[src/rtl/fwd_hazard_unit.sv]
// rtl/fwd_hazard_unit.sv - RV32I operand-forwarding select and load-use hazard controller
module fwd_hazard_unit #(
    parameter int DEPTH    = 3,
    parameter int LOAD_LAT = 1,
    parameter int CNT_W    = 16,
    localparam int SELW    = $clog2(DEPTH)
) (
    input  logic             clk,
    input  logic             rst_n,
    input  logic             id_valid_i,
    input  logic [31:0]      id_inst_i,
    input  logic             stall_ext_i,
    input  logic             flush_i,
    output logic             stall_o,
    output logic [SELW-1:0]  fwd_sel_rs1_o,
    output logic [SELW-1:0]  fwd_sel_rs2_o,
    output logic             ex_valid_o,
    output logic [CNT_W-1:0] stall_cnt_o
);

    localparam logic [6:0] OP_R      = 7'b0110011;
    localparam logic [6:0] OP_I_ALU  = 7'b0010011;
    localparam logic [6:0] OP_LOAD   = 7'b0000011;
    localparam logic [6:0] OP_STORE  = 7'b0100011;
    localparam logic [6:0] OP_BRANCH = 7'b1100011;
    localparam logic [6:0] OP_JALR   = 7'b1100111;
    localparam logic [6:0] OP_LUI    = 7'b0110111;
    localparam logic [6:0] OP_AUIPC  = 7'b0010111;
    localparam logic [6:0] OP_JAL    = 7'b1101111;

    logic [DEPTH-1:0] rec_valid;
    logic [DEPTH-1:0] rec_load;
    logic [4:0]       rec_rd [DEPTH];

    logic [6:0] opcode;
    logic [4:0] rd, rs1, rs2;
    logic       use_rs1, use_rs2, writes_rd, is_load;
    logic [SELW-1:0] sel_rs1, sel_rs2;
    logic       haz_rs1, haz_rs2;
    logic       insert;

    assign opcode = id_inst_i[6:0];
    assign rd     = id_inst_i[11:7];
    assign rs1    = id_inst_i[19:15];
    assign rs2    = id_inst_i[24:20];

    always_comb begin
        use_rs1   = 1'b0;
        use_rs2   = 1'b0;
        writes_rd = 1'b0;
        is_load   = 1'b0;
        case (opcode)
            OP_R: begin
                use_rs1   = 1'b1;
                use_rs2   = 1'b1;
                writes_rd = 1'b1;
            end
            OP_I_ALU, OP_JALR: begin
                use_rs1   = 1'b1;
                writes_rd = 1'b1;
            end
            OP_LOAD: begin
                use_rs1   = 1'b1;
                writes_rd = 1'b1;
                is_load   = 1'b1;
            end
            OP_STORE, OP_BRANCH: begin
                use_rs1 = 1'b1;
                use_rs2 = 1'b1;
            end
            OP_LUI, OP_AUIPC, OP_JAL: writes_rd = 1'b1;
            default: ;
        endcase
        if (rd == 5'd0) begin
            writes_rd = 1'b0;
            is_load   = 1'b0;
        end
    end

    // Scan oldest-to-youngest so the youngest match (smallest j) wins;
    // the oldest record has already retired to the regfile and is skipped.
    always_comb begin
        sel_rs1 = '0;
        sel_rs2 = '0;
        haz_rs1 = 1'b0;
        haz_rs2 = 1'b0;
        for (int j = DEPTH - 2; j >= 0; j--) begin
            if (use_rs1 && rs1 != 5'd0 && rec_valid[j] && rec_rd[j] == rs1) begin
                sel_rs1 = SELW'(j + 1);
                haz_rs1 = rec_load[j] && (j < LOAD_LAT);
            end
            if (use_rs2 && rs2 != 5'd0 && rec_valid[j] && rec_rd[j] == rs2) begin
                sel_rs2 = SELW'(j + 1);
                haz_rs2 = rec_load[j] && (j < LOAD_LAT);
            end
        end
    end

    assign stall_o = id_valid_i & ~flush_i & (haz_rs1 | haz_rs2);
    assign insert  = id_valid_i & ~flush_i & ~stall_o;

    always_ff @(posedge clk or negedge rst_n) begin
        if (!rst_n) begin
            rec_valid     <= '0;
            rec_load      <= '0;
            for (int j = 0; j < DEPTH; j++) begin
                rec_rd[j] <= 5'd0;
            end
            fwd_sel_rs1_o <= '0;
            fwd_sel_rs2_o <= '0;
            ex_valid_o    <= 1'b0;
            stall_cnt_o   <= '0;
        end else if (!stall_ext_i) begin
            for (int j = DEPTH - 1; j >= 1; j--) begin
                rec_valid[j] <= rec_valid[j-1];
                rec_load[j]  <= rec_load[j-1];
                rec_rd[j]    <= rec_rd[j-1];
            end
            // Non-writing instructions keep rd=0 so they never match a source.
            rec_valid[0]  <= insert;
            rec_load[0]   <= insert & is_load;
            rec_rd[0]     <= (insert && writes_rd) ? rd : 5'd0;
            fwd_sel_rs1_o <= insert ? sel_rs1 : '0;
            fwd_sel_rs2_o <= insert ? sel_rs2 : '0;
            ex_valid_o    <= insert;
            if (stall_o && stall_cnt_o != {CNT_W{1'b1}}) begin
                stall_cnt_o <= stall_cnt_o + 1'b1;
            end
        end
    end

endmodule

[config.mk]
export PLATFORM = sky130hd
export DESIGN_NAME = fwd_hazard_unit
export DESIGN_NICKNAME = d
export VERILOG_FILES = /design/src/rtl/fwd_hazard_unit.sv
export SDC_FILE = /design/constraint.sdc
export NUM_CORES = 1
export LEC_CHECK = 0
export ABC_AREA = 1
export BUFFER_PORTS_ARGS = -buffer_cell sky130_fd_sc_hd__buf_2
export CORE_MARGIN = 8
export CORE_UTILIZATION = 49
export CTS_BUF_LIST = sky130_fd_sc_hd__clkbuf_8
export CTS_CLUSTER_SIZE = 30
export DETAILED_ROUTE_END_ITERATION = 10
export PLACE_DENSITY = 0.79
export SLEW_MARGIN = 20
export SYNTH_ARGS = -nofsm -noshare
export SYNTH_HDL_FRONTEND = slang
export SYNTH_SLANG_ARGS = --single-unit
export TNS_END_PERCENT = 100
[constraint.sdc]
create_clock -name clk -period 1.5 [get_ports clk]
set_input_delay 0.3 -clock clk [delete_from_list [all_inputs] [get_ports clk]]
set_output_delay 0.3 -clock clk [all_outputs]
set_load 0.1 [all_outputs]
# Word-level counts from Yosys, hierarchy flattened
# Index checks and enable logic that the tools add are counted.
# word_totals
in_bits	37
word_cells	65
output_inout_bits	22
register_bits	34
# classes
eq_ne	14
muxes	15
n_bitwise	8
n_addsub	1
n_reduce_logical	19
# ops
op	n
equality test 7 x 6 -> 1 bit (second input constant)	3
equality test 7 bit (second input constant)	3
equality test 5 bit	4
adder 16 x 1 -> 16 bit (second input constant)	1
inequality test 16 bit (second input constant)	1
equality test 7 x 5 -> 1 bit (second input constant)	2
logical AND 1 bit	12
2-to-1 mux 2 bit	6
nonzero test 5 bit	2
2-to-1 mux 1 bit	8
equality test 7 x 2 -> 1 bit (second input constant)	1
OR reduction 7 bit	1
OR reduction 6 bit	1
logical NOT 5 bit	1
2-to-1 mux 5 bit	1
bitwise AND 1 bit	4
NOT 1 bit	3
OR reduction 3 bit	1
AND reduction 2 bit	1
OR 1 bit	1

# Depth between registers and ports, before layout
# Gate-level depths: netlist of the first run.
# depth
word_depth	13
mapped_depth	13
mapped_depth_nobuf	13

# Worst setup path before layout of the first run
# No wires, ideal clock.
# synth_path
path_kind	reg2out
from	reg rec_valid[0]
to	out stall_o
setup_slack_ns	-1.057
required_ns	1.200
n_path_buf	0
arrival_time_ns	2.257
stages_incl_launch_ff	9
path_cell_list	dfrtp_1 o21ai_0 nor2_1 nand2_1 nor2_2 nand2_2 nand2_4 nand3_4 inv_1
# synth_via
elab_chain_len	5
elab_cells_between_ends	8
classes_between	2 x mux; 2 x bitwise; 4 x reduce/logical
# synth_lines
item	line_no	source
from (decl)	31	logic [DEPTH-1:0] rec_valid;
from (signal, indexed assignment)	115	rec_valid[j] <= rec_valid[j-1];
from (signal assigned)	120	rec_valid[0] <= insert;
logical AND 1 bit (on tied branches) (2 in a row)	88, 92	
2-to-1 mux 1 bit (on tied branches)	88, 92	
OR 1 bit (*)	99	assign stall_o = id_valid_i & ~flush_i & (haz_rs1 | haz_rs2);
bitwise AND 1 bit (*)	99	
to (decl)	14	output logic stall_o,
# Mark *: on every way between the ends. The rest lies on a longest branch, timed or not.

# Final worst setup path of the first run
# layout_path
from	reg rec_rd[10] (netlist bit)
to	out stall_o
# layout_via
elab_chain_len	5
elab_cells_between_ends	8
classes_between	2 x eq/ne; 2 x mux; 2 x bitwise; 2 x reduce/logical
# layout_lines
item	line_no	source
from (decl)	33	logic [4:0] rec_rd [DEPTH];
from (signal, indexed assignment)	117	rec_rd[j] <= rec_rd[j-1];
equality test 5 bit (on tied branches)	88, 92	
logical AND 1 bit (on tied branches)	88, 92	
2-to-1 mux 1 bit (on tied branches)	88, 92	
OR 1 bit (*)	99	
bitwise AND 1 bit (*)	99	
# Marks and branches as above.

==> summary.md, run 1 <==
| Metric | Value |
|---|---|
| Status | `finished, violations left` |
| Failing checks | `setup timing` |
| All-Layer GR Usage | `a little under a fifth` |
| Routed wire length | `~7000 um` |
| Synthesized Nets | `between 300 and 400` |
| Cell Area, Synth | `about 2200 um2` |
| Synth Register Bits | `33` |
| Reg area | `about 860 um2` |
| Initial antenna violation count | `0` |
| Relative slew slack | `66.6%` |
| Final Hold Fails | `0` |
| Clock power share | `a little over a third` |
| P&R area growth vs syn | `50.0%` |
| Core Box Area | `around 4300 um2` |
| Worst VDD drop | `between 0.4 and 0.5 mV` |
| Critical path's slowest cell | `dfrtp_1` |
| # fillers | `about 310` |
| Post-route ant nets | `0` |
| Final core occ | `76.0%` |
| Gate power share | `15.6%` |
| Leak | `between 0.0015 and 0.002 uW` |
| Via/cell ratio | `around 5.2` |
| Yosys top cell by area | `dfrtp_1` |
| Hold crit path type | `input pin to flip-flop` |
| Final worst slack | `-0.554 ns` |
| Die H | `82.9 um` |
| Post-synthesis cell count | `309` |
| CTS Buf Count | `5` |
| Share of cells above drive strength 1 | `around 40%` |
| Final setup viols | `28` |
| Worst-Skew Late Latency | `between 0.2 and 0.3 ns` |
| Sw Share | `27.3%` |
| Startpoint types | `flip-flop` |
| Largest net degree at the start of global routing | `24` |
| Synth top area cells | `dfrtp_1 38%, nand2_1 14%, inv_1 8.2%, nand3_1 5.9%, o21bai_1 5.5%` |
| Sw power | `500 uW` |
| Crit path top cell by count | `nand2_1` |
| Seq/Total Area, Yosys | `37.7%` |
| Vias in the first global route | `roughly 2400` |
| Multi-input gate area | `1230 um2` |
| YS warnings | `0` |
| Reported max-cap violation count | `0` |
| CTS root buffer | `clkbuf_8` |
| Total power | `1840 uW` |
| Layout Skew | `approximately 0.012 ns` |
| CP required | `approximately 1.2 ns` |
| Cell row count | `24` |
| Ports | `about 60` |
| Top_reg_cell synth | `dfrtp_1` |
| CTS max path bufs | `2` |
| Pre-antenna DRT Iters | `7` |
| Hpwl dp | `5000 um` |
| DRC viols | `0` |
| Final min period | `~2 ns` |
| Max-slew violations | `0` |
| Worst-margin pin slew | `a little over 0.5 ns` |
| Post-synth top area share | `a little under two fifths` |
| First-pass GRT wire length | `10800 um` |
| Post-synth ARST share | `between 90% and 100%` |
| Count of buffers from port buffering | `48` |
| Placer Congestion | `between 0.9 and 1` |
| Clk slew on worst S/H paths | `0.08 ns` |
| Final nets | `approximately 460` |
| CTS tree | `yes` |
| Wire per inst | `14.8 um` |
| Power Dens Cells | `roughly 560 nW/um2` |
| H-Tree Depth | `2` |
| RSZ-0062 raised after global routing | `yes` |
| Slowest stage delay, CP | `roughly 0.43 ns` |
| Seq pwr share | `between 40 and 50%` |
| WP data arrival | `1.75 ns` |
| Clk sinks | `33` |
| Critical path type | `flip-flop to primary output` |
| Initial Util | `50.7%` |
| Via count | `about 2500` |
| Max Fanout on Critical Path | `4` |
| Die area | `6870 um2` |
| Final period utilization | `137%` |
| Crit-path cells | `nand2_1 -> o21ai_1 -> nor2_1 -> nand2_1 -> nor2_2 -> nand2_2 -> nand2_4 -> nand3_4 -> clkinvlp_4 -> buf_12` |
| Setup TNS | `-11.24 ns` |
| Synth unique cells | `33` |
| F_max | `between 0.4 and 0.5 GHz` |
| Total grt overflow | `0` |
| Most common cell after layout, fill and taps aside | `nand2_1` |
| Post-Syn Area per Cell | `between 7 and 8 um2` |
| Die width | `a little over 80 um` |
| Post-synth EDFFs | `0` |
| # diodes | `0` |
| DR iter-0 viols | `183` |
| CP Capture Type | `primary output` |
| Most frequent cells in the layout | `79 x nand2_1, 55 x buf_4, 46 x inv_1` |
| Int Pwr | `approximately 1300 uW` |
-- state kept, by name (all words and copies together), names as in the netlist --
name / count
fwd_sel_rs2_o: 2
fwd_sel_rs1_o: 2
rec_load: 1
stall_cnt_o: 16
rec_valid: 2
rec_rd: 10
-- area by class of cell --
class	instances	area share (%)
multi-input combinational	217	37.3
sequential	33	26.1
timing repair buffer	108	25.8
inverter	54	6.32
clock buffer	5	2.09
tap	52	1.98
clock inverter	3	0.419
-- cells by family after synthesis --
logic type	synth area share [%]
AOI/OAI and AO/OA	11.8
xor gates and xnor gates	3.20
adders and majority gates	0.571
buffers and inverters	10.9
DFF	37.7
and+or+nand+nor	35.9
-- critical path: cells and delay by family (launching register included) --
kind	cells	cell delay (ns)
compound gates	1	0.07
buf+inv	2	0.27
flops	1	0.43
simple gates	7	0.70
-- layer usage --
layer | up-vias | global-route usage, % | wire (um)
li1 | 1208 | - | -
met1 | 1141 | 21.1 | 2840
met2 | 110 | 32.5 | 3500
met3 | 14 | 3.03 | 500
met4 | 0 | 8.79 | 128
met5 | - | 0 | 0
-- synthesized netlist by cell type (2+ instances only) --
cell	count
o211ai_1	3
xnor2_1	3
inv_2	4
nand3_1	26
nand4_1	7
nor2_1	22
nor2_2	4
nor4_1	2
o21ai_0	18
clkinv_1	2
a21oi_1	3
clkbuf_1	3
inv_1	48
xor2_1	5
nand2_1	84
nor3_1	7
o21bai_1	16
nand3_2	5
dfrtp_1	33
-- stage by stage --
stage	setup WS (ns)	hold slack, ns	cells	area, um2
2_1_floorplan	-0.463	0.00441	309	2310
3_3_place_gp	-0.285	0.199	452	3080
3_5_place_dp	-0.325	0.201	452	3080
4_1_cts	-0.527	0.285	466	3210
5_1_grt	-0.663	0.301	472	3290
6_report	-0.554	0.290	472	3290
-- path summary, 6_finish.rpt --
path / start / endpoint / slack (ns) / cells after the start
worst max register to register: rec_rd[10]$_DFFE_PN0N_ / stall_cnt_o[1]$_DFFE_PN0P_ / -0.50 / 14
max in group asynchronous: rst_n / stall_cnt_o[4]$_DFFE_PN0P_ / 0.63 / 3
worst min-delay path: id_inst_i[9] / rec_rd[12]$_DFFE_PN0N_ / 0.29 / 3
worst max-delay path: rec_rd[10]$_DFFE_PN0N_ / stall_o / -0.55 / 10
min in group asynchronous: rst_n / stall_cnt_o[12]$_DFFE_PN0P_ / 0.43 / 2
worst min register to register: fwd_sel_rs2_o[1]$_DFFE_PN0N_ / fwd_sel_rs2_o[1]$_DFFE_PN0N_ / 0.48 / 2
-- timing repair --
| item | 4_1_cts | 5_1_grt |
|---|---|---|
| buffers inserted | 5 | 5 |
| hold buffers | 1 | 0 |
| pin swaps | 16 | 7 |
| resized for setup | 0 | 5 |
| endpoints found under the hold margin | 10 | 0 |
| cloned | 0 | 2 |
| setup endpoints to repair | 28 | 29 |
-- power by group through the flow --
stage	combinational (uW)	clock, uW	sequential (uW)
after floorplan	98.9	0	936
after global placement	268	0	922
after detailed placement	276	0	922
after CTS	281	653	904
after global routing	312	695	905
final	285	646	904
No activity file was read; power rests on OpenSTA's default activity.
==> run 2: changes to the inputs <==
--- a/config.mk
+++ b/config.mk
@@ -5,14 +5,14 @@
 export SDC_FILE = /design/constraint.sdc
 export NUM_CORES = 1
 export LEC_CHECK = 0
-export ABC_AREA = 1
+export ABC_AREA = 0
 export BUFFER_PORTS_ARGS = -buffer_cell sky130_fd_sc_hd__buf_2
 export CORE_MARGIN = 8
-export CORE_UTILIZATION = 49
+export CORE_UTILIZATION = 47
 export CTS_BUF_LIST = sky130_fd_sc_hd__clkbuf_8
 export CTS_CLUSTER_SIZE = 30
 export DETAILED_ROUTE_END_ITERATION = 10
-export PLACE_DENSITY = 0.79
+export PLACE_DENSITY = 0.78
 export SLEW_MARGIN = 20
 export SYNTH_ARGS = -nofsm -noshare
 export SYNTH_HDL_FRONTEND = slang
==> summary.md, run 2 <==
| Metric | Value |
|---|---|
| Status | `finished, violations left` |
| Failing checks | `setup timing` |
| Crit path max-delay family | `simple AND/OR/NAND/NOR gates` |
| Reg2reg end | `stall_cnt_o[8]$_DFFE_PN0P_` |
| Placed instance count | `roughly 330` |
| Yosys top cell by area | `dfrtp_1` |
| Final setup viols | `27` |
| Commonest cells post-synth | `33 x dfrtp_1, 22 x xor2_1, 13 x nor2_1, 13 x xnor2_1, 12 x nand2_1` |
| Wire per inst | `roughly 24 um` |
| Routed wire length | `8700 um` |
| Top flop regs | `stall_cnt_o x16, rec_rd x10` |
| Largest net degree at the start of global routing | `20` |
| Clk sinks | `33` |
| Placer Congestion | `0.843` |
| Final Hold Fails | `0` |
| Slowest stage delay, CP | `0.57 ns` |
| Worst r2r src | `rec_rd[11]$_DFFE_PN0N_` |
| Final nets | `350` |
| H-Tree Depth | `2` |
| CP required | `~1.2 ns` |
| CTS root buffer | `clkbuf_8` |
| # fillers | `150` |
| All-Layer GR Usage | `25.1%` |
| DRC viols | `0` |
| CP startpoint | `rec_rd[11]$_DFFE_PN0N_` |
| Post-route insts no fill | `between 300 and 400` |
| Post-synth top area share | `44.4%` |
| Setup TNS | `-19.91 ns` |
| CTS tree | `yes` |
| DR iter-0 viols | `slightly below 200` |
| Initial Util | `between 40% and 50%` |
| Critical path's slowest cell | `or4_4` |
| Die H | `78.9 um` |
| Final min period | `2.57 ns` |
| Final period utilization | `171%` |
| Ports | `59` |
| CTS max path bufs | `2` |
| Die width | `78.9 um` |
| Synth top area cells | `dfrtp_1 44%, xor2_1 10%, xnor2_1 6.1%, mux2_2 4.2%, nand4_1 3.4%` |
| Critical path type | `flip-flop to primary output` |
| Max-slew violations | `0` |
| Post-Syn Area per Cell | `between 10 and 15 um2` |
| Worst VDD drop | `0.588 mV` |
| Seq/Total Area, Yosys | `around 44%` |
| Worst r2r path cells | `12` |
| Total grt overflow | `0` |
| Post-synthesis cell count | `around 180` |
| Clk slew on worst S/H paths | `0.07 ns` |
| Synth Register Bits | `33` |
| Post-route ant nets | `0` |
| Crit path buf inv count | `1` |
| First-pass GRT wire length | `12100 um` |
| Pre-antenna DRT Iters | `5` |
| YS warnings | `0` |
| F_max | `slightly below 0.4 GHz` |
| Via count | `between 2000 and 2500` |
| WP data arrival | `roughly 2.3 ns` |
| Initial antenna violation count | `0` |
| P&R area growth vs syn | `91.5%` |
| Synthesized Nets | `roughly 220` |
| Share of cells above drive strength 1 | `66.1%` |
| Post-synth EDFFs | `0` |
| Synth unique cells | `38` |
| Startpoint types | `flip-flop` |
| Flip-flop count of the largest register after layout | `16` |
| Count leader, synth | `dfrtp_1` |
| RSZ-0062 raised after global routing | `yes` |
| CTS Buf Count | `5` |
| Power Dens Cells | `between 500 and 600 nW/um2` |
| Cell row count | `23` |
| CP Capture Type | `primary output` |
| Max Fanout on Critical Path | `2` |
| Min-delay src | `id_inst_i[8]` |
| Hold Path Cell Cnt | `2` |
| Reported max-cap violation count | `0` |
| Most common cell after layout, fill and taps aside | `buf_4` |
| Relative slew slack | `about three fifths` |
| Endpoint, Worst Hold | `rec_rd[11]$_DFFE_PN0N_` |
| Count of buffers from port buffering | `48` |
| Layout Skew | `roughly 0.014 ns` |
| Post-synth ARST share | `between 90% and 100%` |
| Via/cell ratio | `6.15` |
| Most frequent cells in the layout | `61 x buf_4, 31 x buf_2, 22 x xor2_1` |
| Hpwl dp | `~4700 um` |
| Worst-Skew Late Latency | `0.30 ns` |
| Die area | `~6200 um2` |
| Placed inst area | `between 3000 and 4000 um2` |
| Register bank with the most flops | `stall_cnt_o` |
| Leak | `0.00177 uW` |
| # diodes | `0` |
| Worst-margin pin slew | `approximately 0.57 ns` |
| Vias in the first global route | `between 2000 and 2500` |
| Core Box Area | `3910 um2` |
| Crit-path cells | `xnor2_1 -> nand4_1 -> or4_4 -> nor3_4 -> o21ai_2 -> nor2_4 -> buf_12` |
| Top_reg_cell synth | `dfrtp_1` |
| Hold crit path type | `input pin to flip-flop` |
| Reg2reg setup slack | `-0.89 ns` |
| Cell Area, Synth | `roughly 1900 um2` |
| Final worst slack | `-1.07 ns` |
| Final instance area | `3560 um2` |
## run 2: cells by family (layout without fill, tap and decap cells)
family,Yosys count,count (layout),synth area share [%]
mux,7,7,4.24
flops,33,33,44.4
buf+inv,5,141,1.08
simple gates,72,72,21.5
fa+ha+maj,1,1,0.672
compound gates,24,24,11.6
xor+xnor,35,35,16.5
## run 2: final cells by class
class                      count  area, um2  area share, %
sequential                    33        877           24.6
clock inverter                 3       13.8          0.386
timing repair buffer         132       1200           33.6
multi-input combinational    139       1340           37.5
inverter                       1       3.75          0.105
clock buffer                   5       68.8           1.93
tap                           50       62.6           1.76
## run 2: stage by stage
stage | hold WS [ns] | utilization [%] | worst slack, ns | power, uW
after floorplan | 0.00441 | - | -0.836 | 1010
after global placement | 0.236 | 77.4 | -0.681 | 1160
after detailed placement | 0.242 | 77.4 | -0.685 | 1170
after CTS | 0.246 | 88.5 | -0.931 | 1810
after global routing | 0.250 | 91.0 | -1.10 | 1910
final | 0.243 | 91.0 | -1.07 | 1880
## run 2: worst max path at each step
| stage | to | slack, ns | cells past startpoint |
|---|---|---|---|
| after floorplan | stall_o | -0.84 | 5 |
| after global placement | stall_o | -0.68 | 8 |
| after detailed placement | stall_o | -0.68 | 8 |
| after CTS | stall_o | -0.93 | 7 |
| after global routing | stall_o | -1.10 | 7 |
| final | stall_o | -1.07 | 7 |
## run 2: where the power goes
part	internal [uW]	switching (uW)	total, uW	leakage [uW]
clock	315	369	685	0.0000491
sequential	897	7.02	904	0.000427
combinational	134	156	290	0.00129
## run 2: timing repair
action	4_1_cts	5_1_grt
setup endpoints to repair	30	32
hold buffers	1	0
resized for setup	44	21
hold endpoints to repair	14	0
pin swaps	39	20
gates cloned	0	0
setup buffers	24	11
## run 2: routing by layer
layer | global-route usage [%] | part of all wire, %
met1 | 25.9 | 36
met2 | 46.4 | 51
met3 | 5.87 | 6.6
met4 | 12.2 | 6.3
met5 | 0 | 0
